## src/rtl/muldiv_unit.sv

```systemverilog
// muldiv_unit: iterative RV32M/RV64M multiply/divide unit with valid/ready start and result handshakes.
// Optional feature macro MULDIV_FAST_MUL_EN: single-cycle multiplies, divides stay iterative.
module muldiv_unit #(
  parameter int unsigned XLEN = 32,
  parameter int unsigned TAGW = 5
) (
  input  logic            clk,
  input  logic            reset,
  input  logic            start_valid,
  output logic            start_ready,
  input  logic [2:0]      funct3,
  input  logic [XLEN-1:0] srca,
  input  logic [XLEN-1:0] srcb,
  input  logic [TAGW-1:0] tag_in,
  input  logic            flush,
  output logic            busy,
  output logic            result_valid,
  input  logic            result_ready,
  output logic [XLEN-1:0] result,
  output logic [TAGW-1:0] result_tag
);
  localparam int unsigned CNTW = $clog2(XLEN) + 1;
  localparam int unsigned PW   = 2 * XLEN;
  localparam logic [XLEN-1:0] MOST_NEG = {1'b1, {(XLEN-1){1'b0}}};

  typedef enum logic [1:0] {IDLE, CALC, DONE} state_t;

  state_t          r_state, w_state_nxt;
  logic [2:0]      r_f3;
  logic [TAGW-1:0] r_tag;
  logic            r_neg_res, r_neg_rem;
  logic [XLEN-1:0] r_acc, r_lo, r_opb, r_result;
  logic [CNTW-1:0] r_cnt;

  logic            w_is_div, w_a_signed, w_b_signed, w_a_neg, w_b_neg;
  logic [XLEN-1:0] w_abs_a, w_abs_b;
  logic            w_div_zero, w_ovf, w_fast, w_direct, w_accept, w_last;
  logic [XLEN-1:0] w_special_res, w_fast_res;

  // Operand decode at accept: signedness, magnitudes and RISC-V special cases
  assign w_is_div   = funct3[2];
  assign w_a_signed = funct3[2] ? !funct3[0] : (funct3[1:0] != 2'b11);
  assign w_b_signed = funct3[2] ? !funct3[0] : !funct3[1];
  assign w_a_neg    = w_a_signed & srca[XLEN-1];
  assign w_b_neg    = w_b_signed & srcb[XLEN-1];
  assign w_abs_a    = w_a_neg ? -srca : srca;
  assign w_abs_b    = w_b_neg ? -srcb : srcb;
  assign w_div_zero = w_is_div & (srcb == '0);
  assign w_ovf      = w_is_div & !funct3[0] & (srca == MOST_NEG) & (srcb == '1);
  assign w_special_res = w_div_zero ? (funct3[1] ? srca : '1)
                                    : (funct3[1] ? '0 : MOST_NEG);

`ifdef MULDIV_FAST_MUL_EN
  logic [PW-1:0] w_fa, w_fb, w_fprod;
  // Sign-extended operands give the exact product modulo 2^PW for all three signedness mixes
  assign w_fa       = {{XLEN{w_a_signed & srca[XLEN-1]}}, srca};
  assign w_fb       = {{XLEN{w_b_signed & srcb[XLEN-1]}}, srcb};
  assign w_fprod    = w_fa * w_fb;
  assign w_fast     = !w_is_div;
  assign w_fast_res = (funct3[1:0] == 2'b00) ? w_fprod[XLEN-1:0] : w_fprod[PW-1:XLEN];
`else
  assign w_fast     = 1'b0;
  assign w_fast_res = '0;
`endif

  assign w_accept = start_valid & start_ready & !flush;
  assign w_direct = w_div_zero | w_ovf | w_fast;
  assign w_last   = (r_cnt == CNTW'(1));

  // One radix-2 step: shift-add for multiply, restoring subtract for divide
  logic [XLEN:0]   w_sum, w_shift;
  logic [XLEN-1:0] w_add, w_diff, w_mul_acc, w_mul_lo, w_div_acc, w_div_lo;
  logic            w_ge;
  logic [PW-1:0]   w_prod, w_prod_s;
  logic [XLEN-1:0] w_quo_s, w_rem_s, w_calc_res;

  assign w_add     = r_lo[0] ? r_opb : '0;
  assign w_sum     = {1'b0, r_acc} + {1'b0, w_add};
  assign w_mul_acc = w_sum[XLEN:1];
  assign w_mul_lo  = {w_sum[0], r_lo[XLEN-1:1]};
  assign w_shift   = {r_acc, r_lo[XLEN-1]};
  assign w_ge      = (w_shift >= {1'b0, r_opb});
  assign w_diff    = w_shift[XLEN-1:0] - r_opb;
  assign w_div_acc = w_ge ? w_diff : w_shift[XLEN-1:0];
  assign w_div_lo  = {r_lo[XLEN-2:0], w_ge};

  assign w_prod   = {w_mul_acc, w_mul_lo};
  assign w_prod_s = r_neg_res ? -w_prod : w_prod;
  assign w_quo_s  = r_neg_res ? -w_div_lo : w_div_lo;
  assign w_rem_s  = r_neg_rem ? -w_div_acc : w_div_acc;

  always_comb begin
    w_calc_res = w_prod_s[PW-1:XLEN];
    case (r_f3)
      3'b000:         w_calc_res = w_prod_s[XLEN-1:0];
      3'b100, 3'b101: w_calc_res = w_quo_s;
      3'b110, 3'b111: w_calc_res = w_rem_s;
      default:        w_calc_res = w_prod_s[PW-1:XLEN];
    endcase
  end

  // State register
  always_ff @(posedge clk or posedge reset) begin
    if (reset) r_state <= IDLE;
    else       r_state <= w_state_nxt;
  end

  // Next-state logic; flush overrides everything
  always_comb begin
    w_state_nxt = r_state;
    case (r_state)
      IDLE:    if (w_accept) w_state_nxt = w_direct ? DONE : CALC;
      CALC:    if (w_last) w_state_nxt = DONE;
      DONE:    if (result_ready) w_state_nxt = IDLE;
      default: w_state_nxt = IDLE;
    endcase
    if (flush) w_state_nxt = IDLE;
  end

  // Datapath registers
  always_ff @(posedge clk or posedge reset) begin
    if (reset) begin
      r_f3      <= '0;
      r_tag     <= '0;
      r_neg_res <= 1'b0;
      r_neg_rem <= 1'b0;
      r_acc     <= '0;
      r_lo      <= '0;
      r_opb     <= '0;
      r_cnt     <= '0;
      r_result  <= '0;
    end else if (w_accept) begin
      r_f3      <= funct3;
      r_tag     <= tag_in;
      r_neg_res <= w_a_neg ^ w_b_neg;
      r_neg_rem <= w_a_neg;
      r_acc     <= '0;
      r_lo      <= w_is_div ? w_abs_a : w_abs_b;
      r_opb     <= w_is_div ? w_abs_b : w_abs_a;
      r_cnt     <= CNTW'(XLEN);
      if (w_direct) r_result <= (w_div_zero | w_ovf) ? w_special_res : w_fast_res;
    end else if ((r_state == CALC) && !flush) begin
      r_acc <= r_f3[2] ? w_div_acc : w_mul_acc;
      r_lo  <= r_f3[2] ? w_div_lo  : w_mul_lo;
      r_cnt <= r_cnt - CNTW'(1);
      if (w_last) r_result <= w_calc_res;
    end
  end

  assign start_ready  = (r_state == IDLE) & !flush;
  assign busy         = (r_state != IDLE);
  assign result_valid = (r_state == DONE);
  assign result       = r_result;
  assign result_tag   = r_tag;
endmodule
```

## config.mk

```make
export PLATFORM = sky130hd
export DESIGN_NAME = muldiv_unit
export DESIGN_NICKNAME = d
export VERILOG_FILES = /design/src/rtl/muldiv_unit.sv
export SDC_FILE = /design/constraint.sdc
export NUM_CORES = 1
export LEC_CHECK = 0
export CAP_MARGIN = 5
export CORE_MARGIN = 2
export CORE_UTILIZATION = 38
export CTS_CLUSTER_SIZE = 30
export DETAILED_ROUTE_END_ITERATION = 8
export PLACE_DENSITY = 0.52
export SLEW_MARGIN = 15
export SYNTH_ARGS = -nofsm -noshare
export SYNTH_HDL_FRONTEND = slang
export SYNTH_SLANG_ARGS = --single-unit
```

## constraint.sdc

```tcl
create_clock -name clk -period 14.6 [get_ports clk]
set_clock_uncertainty 0.1 [all_clocks]
set_input_delay 1.46 -clock clk [delete_from_list [all_inputs] [get_ports clk]]
set_output_delay 1.46 -clock clk [all_outputs]
set_load 0.05 [all_outputs]
```

---- Yosys cells after proc, flatten, opt, wreduce, memory -nomap -nowiden ----
Cells that the tools add are included.
cells by class
  $add $sub $neg .......................... 8
  multipliers ............................. 0
  div/mod/pow operators ................... 0
  order comparisons ....................... 1
  equal/unequal tests ..................... 14
  shift operators ......................... 0
  multiplexer cells ....................... 33
  bitwise gates (word level) .............. 11
  reductions and logical operators ........ 14
operators by type and width
  cell                                                                    count
  32-bit two-way mux                                                      21
  32-bit negation                                                         4
  32-bit one-hot mux with 3 select lines                                  1
  32-bit equality test (second input constant)                            2
  64-bit two-way mux                                                      1
  64-bit negation                                                         1
  32-bit by 32-bit adder with 33-bit output                               1
  33-bit by 32-bit >= comparator with 1-bit output                        1
  32-bit logical NOT                                                      1
  32-bit subtractor                                                       1
  3-bit equality test (second input constant)                             4
  6-bit two-way mux                                                       2
  2-bit two-way mux                                                       5
  1-bit AND                                                               9
  6-bit by 1-bit equality test with 1-bit output (second input constant)  1
  3-bit inequality test (second input constant)                           2
  2-bit one-hot mux with 3 select lines                                   1
  3-bit AND reduction                                                     2
  2-bit nonzero test                                                      3
  6-bit by 1-bit subtractor with 6-bit output (second input constant)     1
  2-bit inequality test (second input constant)                           2
  2-bit OR reduction                                                      2
  1-bit logical NOT                                                       3
  3-bit logical NOT                                                       1
  8 further kinds                                                         9
word-level totals
  bits in registers ....................... 146
  bits in latches ......................... 0
  memory bits (writable) .................. 0
  memory bits (read-only) ................. 0
  input port bits ......................... 77
  logic and storage cells ................. 91
  memories kept ........................... 0

---- Depth between registers and ports, before layout ----
Gate-level depths: netlist (run 1).
  word-level depth ........................ 9
  depth in mapped cells ................... 22

---- Worst setup path after synthesis (run 1) ----
Ideal clock, no wire load.
  path kind ............................... register -> register
  from .................................... reg r_acc[5]
  to ...................................... reg r_result[28], in the netlist result[28]
  data arrival time ....................... 4.575 ns
  data required time ...................... 14.377 ns
  setup slack ............................. 9.802 ns
  cell stages (with the launch flop) ...... 20
  cell sequence ........................... dfrtp_1 -> ha_1 -> a21oi_2 -> nand2_1 -> o21ai_2 -> a211oi_2 -> or3_4 -> buf_6 -> buf_6 -> buf_2 -> o21ai_0 -> ha_1 -> inv_1 -> nor3_1 -> inv_1 -> o32a_1 -> a2111oi_2 -> mux2i_1 -> nand3_1 -> a2bb2oi_1
on the way
  longest elaborated chain between the ends .. 8
ends and longest elaborated chain
  item                                                                                   RTL line  text
  start: declaration                                                                     32        logic [XLEN-1:0] r_acc, r_lo, r_opb, r_result;
  start signal: assignment                                                               143       r_acc <= r_f3[2] ? w_div_acc : w_mul_acc;
  32-bit subtractor or 33-bit by 32-bit >= comparator with 1-bit output (tied branches)  83, 82
  32-bit two-way mux                                                                     84        assign w_div_acc = w_ge ? w_diff : w_shift[XLEN-1:0];
  32-bit negation                                                                        90        assign w_rem_s = r_neg_rem ? -w_div_acc : w_div_acc;
  32-bit two-way mux                                                                     90
  32-bit one-hot mux with 3 select lines (*)                                             94        case (r_f3)
  32-bit two-way mux (*)                                                                 146       if (w_last) r_result <= w_calc_res;
  32-bit two-way mux (*)                                                                 142       end else if ((r_state == CALC) && !flush) begin
  32-bit two-way mux (*)                                                                 132       end else if (w_accept) begin
  end signal: assignment                                                                 141       if (w_direct) r_result <= (w_div_zero | w_ovf) ? w_special_res : w_fast_res;
  end signal: assignment                                                                 146
  end: declaration                                                                       32
Mark *: on every way between the ends. The rest lies on a longest branch, timed or not. The select of a mux whose other input is x is not followed.
A chain may end at the register's enable or synchronous reset.

---- Worst setup path in the final report (run 1) ----
  from .................................... reg r_lo[0]
  to ...................................... reg r_result[31], in the netlist result[31]
on the way
  longest elaborated chain between the ends .. 8
ends and longest elaborated chain
  item                                        RTL line  text
  start: declaration                          32
  start signal: assignment                    138       r_lo <= w_is_div ? w_abs_a : w_abs_b;
  start signal: assignment                    144       r_lo <= r_f3[2] ? w_div_lo : w_mul_lo;
  32-bit two-way mux                          77        assign w_add = r_lo[0] ? r_opb : '0;
  32-bit by 32-bit adder with 33-bit output   78        assign w_sum = {1'b0, r_acc} + {1'b0, w_add};
  64-bit negation                             88        assign w_prod_s = r_neg_res ? -w_prod : w_prod;
  64-bit two-way mux                          88
  32-bit one-hot mux with 3 select lines (*)  94
  32-bit two-way mux (*)                      146
  32-bit two-way mux (*)                      142
  32-bit two-way mux (*)                      132
Marks and branches as above.

==> results of run 1 <==
## synthesized netlist by cell type (37+ instances only)
cell type	count
a21oi_1	173
a31oi_1	37
clkbuf_1	144
dfrtp_1	146
ha_1	72
inv_1	67
mux2i_1	66
nand2_1	277
nand3_1	115
nand4_1	37
nor2_1	239
nor3_1	52
o21ai_0	256
o221ai_1	38
o31ai_1	39
xnor2_1	104
xor2_1	91
## sequential cells by signal, summed over array words and instances, names as in the netlist, 2 cells and up
| signal | flops |
|---|---|
| r_state | 2 |
| result_tag | 5 |
| r_lo | 32 |
| result | 32 |
| r_acc | 32 |
| r_opb | 32 |
| r_f3 | 3 |
| r_cnt | 6 |
## metrics by stage
stage	cells	hold WS [ps]
after floorplan	2461	350
after global placement	3018	362
after detailed placement	3018	367
after CTS	3050	382
after global routing	3050	394
final	3050	377
## path summary, 6_finish.rpt
check | startpoint | to | slack [ps] | cells after the start
worst max-delay path | r_lo[0]$_DFFE_PP0P_ | result[31]$_DFFE_PP0P_ | 8620 | 15
worst min-delay path | result_tag[0]$_DFFE_PP0P_ | result_tag[0]$_DFFE_PP0P_ | 380 | 2
worst max register to register | r_lo[0]$_DFFE_PP0P_ | result[31]$_DFFE_PP0P_ | 8620 | 15
worst min register to register | result_tag[0]$_DFFE_PP0P_ | result_tag[0]$_DFFE_PP0P_ | 380 | 2
max in group asynchronous | reset | r_neg_res$_DFFE_PP0P_ | 11400 | 3
min in group asynchronous | reset | r_cnt[3]$_DFFE_PP0P_ | 1440 | 2
## worst register-to-register path, cell delays in order, from the launching register on
cell	delay (ps)
dfrtp_1	720
clkinv_1	290
buf_4	310
nor2_1	180
ha_1	340
a21oi_1	190
o21ai_0	610
a2bb2oi_1	250
a31oi_1	450
xnor2_1	300
o21ai_0	200
nor4b_2	620
and4_1	370
a31oi_1	110
a211oi_1	620
a31oi_1	180
## layout make-up
type | count | area share
clock inverter | 12 | 0.00550
inverter | 71 | 0.0139
timing repair buffer | 138 | 0.0677
multi-input combinational | 2063 | 0.665
sequential | 146 | 0.187
clock buffer | 20 | 0.0228
tap | 600 | 0.0384
## power by group
part | switching (W) | leakage [nW] | internal, W
combinational | 0.00249 | 5.52 | 0.00126
clock | 0.000204 | 0.267 | 0.000239
sequential | 0.000259 | 1.89 | 0.000546
## cell families after synthesis
group,after synthesis,share of synthesized area
buffers and inverters,252,0.0560
DFF,146,0.208
adders and majority gates,74,0.0535
xor gates and xnor gates,195,0.0971
AOI/OAI and AO/OA,804,0.293
and+or+nand+nor,910,0.246
muxes,80,0.0465
## routing by layer
metal	GRT usage	wire, um	vias up	share of wire
li1	-	-	8960	-
met1	0.449	34100	9239	0.45
met2	0.484	33200	965	0.44
met3	0.0371	5940	124	0.079
met4	0.115	2480	0	0.033
met5	0	0	-	0
==> out/qor.csv, run 1 <==
stage;metric;value;unit
clocking;clk_pin_slew;60;ps
clocking;clock-sinks;146;
die;initial_core_util;0.386;
detailed_routing;drtAntennaViolNets;0;
grt;grt_max_degree;131;
grt;antenna_found_initial;1;
logic_synthesis;synthCells;2461;
logic_synthesis;synth_edf_count;0;
grt;grt_pass1_vias;18007;
critical_path;crit_path_top_delay_cell;dfrtp_1;
placed_design;finalWeightedCongestion;1.01;
clocking;cts_setup_buffers;0;
grt;grt.total_usage;0.314;
sta;setup_tns;0;ps
placed_design;io_buffer_count;116;
pwr;powerDensity;256;nW/um^2
logic_synthesis;yosysUniqueCellTypes;96;
clocking;root_buffer;clkbuf_16;
sta;slew_violations;0;
cells_and_area;drive_gt1_frac;0.0506;
run_status;status;complete, no violations;
die;dieArea;48000;sq um
sta;finalSetupViolCount;0;
clocking;cts_buffer_depth;2;
die;die_y;219;um
cells_and_area;final_common_cell;nand2_1;
logic_synthesis;ys_warn_count;0;
logic_synthesis;synth_top_area_cell;dfrtp_1;
worst_hold_path;holdCritPathClass;register to register;
critical_path;arrival;6190;ps
cells_and_area;antenna_cells;0;
critical_path;critical-path-top-delay-family;compound AO/OA/AOI/OAI gates;
clocking;hold_buffers;0;
job;drv_cap;0;
placed_design;post-place-ws;8590;ps
cells_and_area;multi_input_area;13000;sq um
sta;tightest_slew;1220;ps
critical_path;worst-path-buf-inv;2;
clocking;cts_resized;0;
sta;final.min_clock_period;5980;ps
sta;max_slew_margin;0.168;
critical_path;cpMostUsedCell;a31oi_1;
die;die_x;219;um
cells_and_area;seqCellArea;3660;sq um
sta;finalCritPeriodShare;0.410;
logic_synthesis;yosysSeqAreaShare;0.208;
die;core-area;45600;sq um
logic_synthesis;ys.flop_type;dfrtp_1;
pwr;power.leakage;7.68;nW
cells_and_area;finalNetCount;2588;
detailed_routing;via_per_inst;6.32;
critical_path;crit_path_end_kind;register;
grt;grt_pass1_wl;114000;um
logic_synthesis;synth_fp_nets;2612;
logic_synthesis;synth_area;17600;sq um
logic_synthesis;synth_area_leaders;dfrtp_1, o21ai_0, nand2_1;
sta;hold_violations;0;
clocking;tritoncts;done;
detailed_routing;vias;19288;
critical_path;cp.required;14810;ps
sta;setup_slack;8620;ps
critical_path;start_kind;register;
critical_path;worstSetupPathType;register to register;
logic_synthesis;synth.avg_cell_area;7.15;sq um
pwr;total_power;0.00500;W
detailed_routing;drc_errors;0;
detailed_routing;dr.pass1.iters;7;
sta;max_freq;167;MHz
logic_synthesis;ys_seq_elements;146;
critical_path;path_cells;clkinv_1, buf_4, nor2_1, ha_1, a21oi_1, o21ai_0, a2bb2oi_1, a31oi_1, xnor2_1, o21ai_0, nor4b_2, and4_1, a31oi_1, a211oi_1, a31oi_1;
sta;rsz0062_at_grt;false;
die;std_cell_rows;78;
cells_and_area;stdcell_area;19600;sq um
die;ios;117;
placed_design;hpwl;58300;um
clocking;cts_buffers;17;
placed_design;place_area;19000;sq um
clocking;h-tree-depth;4;
grt;grt-ovfl-total;0;
detailed_routing;wl_per_cell;24.8;um
cells_and_area;syn_to_final_growth;11.1;%
pwr;peakVddDrop;0.125;mV
cells_and_area;nFillCells;4683;
critical_path;worst_path_largest_cell_delay;720;ps
logic_synthesis;async_flop_share;1.00;
critical_path;crit_fanout;31;
cells_and_area;finish.utilization;0.429;
logic_synthesis;synth_top_area_share;0.208;
detailed_routing;drt-total-wl;75700;um
cells_and_area;layout_common_cells;nand2_1, o21ai_0, nor2_1, a21oi_1, dfrtp_1;
clocking;clock_latency;470;ps
detailed_routing;drtIter0Drc;2293;
(Power assumes the default switching activity.)
==> run 2: changes to the inputs <==
- PLACE_DENSITY: 0.52 -> 0.54
- clock period: 14.6 -> 4.9 ns (I/O delays scaled with it)
==> run 2 against run 1 <==
- combinational power increased to 3.3 times the previous value
- critical path depth increased by 1
- global-route usage increased by 0.77 points
- count of clock-buffer cells in the layout decreased by 2
- non-clock buffer count increased by 117
- maximum frequency increased by 27%
- highest routed layer unchanged
==> out/qor.csv, run 2 (synthesized netlist as in run 1, its figures left out) <==
stage;metric;value;unit
clocking;clock_latency;510;ps
pwr;powerDensity;782;nW/um^2
placed_design;place_area;19900;sq um
cells_and_area;stdcell_area;20500;sq um
sta;max_freq;211;MHz
clocking;clock-sinks;146;
detailed_routing;drtIter0Drc;2334;
clocking;cts_buffers;17;
pwr;power.internal;0.00690;W
critical_path;crit_path_top_delay_cell;nor4_2;
die;dieArea;48000;sq um
cells_and_area;fin_cells;3167;
sta;finalSetupViolCount;0;
clocking;h-tree-depth;4;
critical_path;path_cells;clkinv_1, buf_4, nor2_1, ha_1, a21oi_1, o21ai_1, or3_1, or3_1, o211ai_1, o211ai_1, buf_4, nor4_2, nand4_1, and3_1, nor3_1, a2bb2oi_1;
job;drv_cap;0;
critical_path;arrival;5060;ps
clocking;clk_pin_slew;70;ps
cells_and_area;finalNetCount;2705;
pwr;power.leakage;8.29;nW
detailed_routing;drc_errors;0;
sta;final.min_clock_period;4730;ps
pwr;total_power;0.0161;W
critical_path;worst_path_largest_cell_delay;450;ps
sta;tightest_slew;1050;ps
placed_design;io_buffer_count;116;
critical_path;worst-path-buf-inv;3;
detailed_routing;drt-total-wl;77400;um
detailed_routing;via_per_inst;6.21;
pwr;clock_power_share;0.087;
grt;grt.total_usage;0.322;
run_status;status;complete, no violations;
sta;finalCritPeriodShare;0.965;
clocking;tritoncts;done;
die;std_cell_rows;78;
critical_path;crit_fanout;23;
critical_path;critical-path-top-delay-family;simple AND/OR/NAND/NOR gates;
critical_path;crit_path_end_kind;register;
pwr;p_comb_frac;0.769;
cells_and_area;nFillCells;4699;
detailed_routing;wl_per_cell;24.4;um
sta;hold_violations;0;
clocking;cts_buffer_depth;2;
detailed_routing;drtAntennaViolNets;0;
placed_design;finalWeightedCongestion;1.00;
sta;max_slew_margin;0.299;
clocking;root_buffer;clkbuf_16;
die;initial_core_util;0.386;
worst_hold_path;holdCritPathClass;register to register;
grt;grt-ovfl-total;0;
clocking;hold_buffers;0;
die;core-area;45600;sq um
critical_path;start_kind;register;
sta;setup_tns;0;ps
grt;antenna_found_initial;2;
detailed_routing;dr.pass1.iters;7;
grt;grt_max_degree;127;
grt;grt_pass1_wl;115000;um
pwr;switching_share;0.571;
cells_and_area;syn_to_final_growth;16.8;%
die;ios;117;
critical_path;cp.required;5230;ps
cells_and_area;layout_common_cells;nand2_1, o21ai_0, nor2_1, a21oi_1, dfrtp_1;
placed_design;hpwl;60900;um
cells_and_area;drive_gt1_frac;0.0974;
detailed_routing;vias;19680;
cells_and_area;antenna_cells;0;
sta;rsz0062_at_grt;false;
sta;slew_violations;0;
pwr;peakVddDrop;0.525;mV
die;die_y;219;um
pwr;p_switching;0.00917;W
pwr;seqPwrFrac;0.144;
cells_and_area;final_common_cell;nand2_1;
placed_design;place_inst;3134;
die;die_x;219;um
critical_path;worstSetupPathType;register to register;
grt;grt_pass1_vias;18169;
run 2: cell types whose count changed in the layout (fill, tap and decap cells not counted), moves of 2 or more:
cell        change
buf_12          +4
buf_4         +113
clkbuf_1        -2
clkinv_2        -3
clkinvlp_4      -2
inv_6           +3
inv_8           +3
nor4_1          -3
nor4_2          +3
o21ai_0         -2
o21ai_1         +2
run 2: final timing paths:
kind / start / endpoint / slack [ps] / cells after the start
setup / recovery: r_lo[0]$_DFFE_PP0P_ / result[28]$_DFFE_PP0P_ / 170 / 16
hold / removal: result_tag[3]$_DFFE_PP0P_ / result_tag[3]$_DFFE_PP0P_ / 380 / 2
setup reg to reg: r_lo[0]$_DFFE_PP0P_ / result[28]$_DFFE_PP0P_ / 170 / 16
hold reg to reg: result_tag[3]$_DFFE_PP0P_ / result_tag[3]$_DFFE_PP0P_ / 380 / 2
max in group asynchronous: reset / r_lo[16]$_DFFE_PP0P_ / 3160 / 3
min in group asynchronous: reset / result_tag[4]$_DFFE_PP0P_ / 430 / 2
run 2: cell type report:
type                            instances  area, sq um  area share
Sequential cell                       146         3660       0.178
Multi-Input combinational cell       2063        13000       0.634
Tap cell                              600          751      0.0365
Clock inverter                         14          146     0.00712
Clock buffer                           18          439      0.0214
Inverter                               71          272      0.0132
Timing Repair Buffer                  255         2250       0.110
run 2: what timing repair did:
item | 4_1_cts | 5_1_grt
setup buffers | 0 | 1
resized for setup | 0 | 11
endpoints found under the setup margin | 0 | 10
run 2: per-layer routing:
metal | vias to the layer above | wire length (um) | GRT usage
li1 | 9204 | - | -
met1 | 9509 | 34600 | 0.448
met2 | 868 | 34500 | 0.503
met3 | 99 | 6280 | 0.0617
met4 | 0 | 2010 | 0.0950
met5 | - | 0 | 0
run 2: per-stage QoR:
stage | hold WS, ps | utilization | setup slack [ps]
final | 383 | 0.451 | 171
after global routing | 414 | 0.451 | 0.700
after CTS | 386 | 0.450 | 92.0
after detailed placement | 370 | 0.437 | 131
after global placement | 357 | 0.437 | 143
after floorplan | 350 | - | 102
run 2: worst min-delay path: stages (launching register included):
cell	delay, ps
dfrtp_1	350
nand2_1	50
nand2_1	50
run 2: power groups by stage:
stage               combinational, W  clock (W)  sequential [W]
floorplan                    0.00760          0         0.00229
global placement              0.0119          0         0.00229
detailed placement            0.0118          0         0.00231
CTS                           0.0119    0.00143         0.00229
global route                  0.0132    0.00147         0.00237
finish                        0.0124    0.00140         0.00231
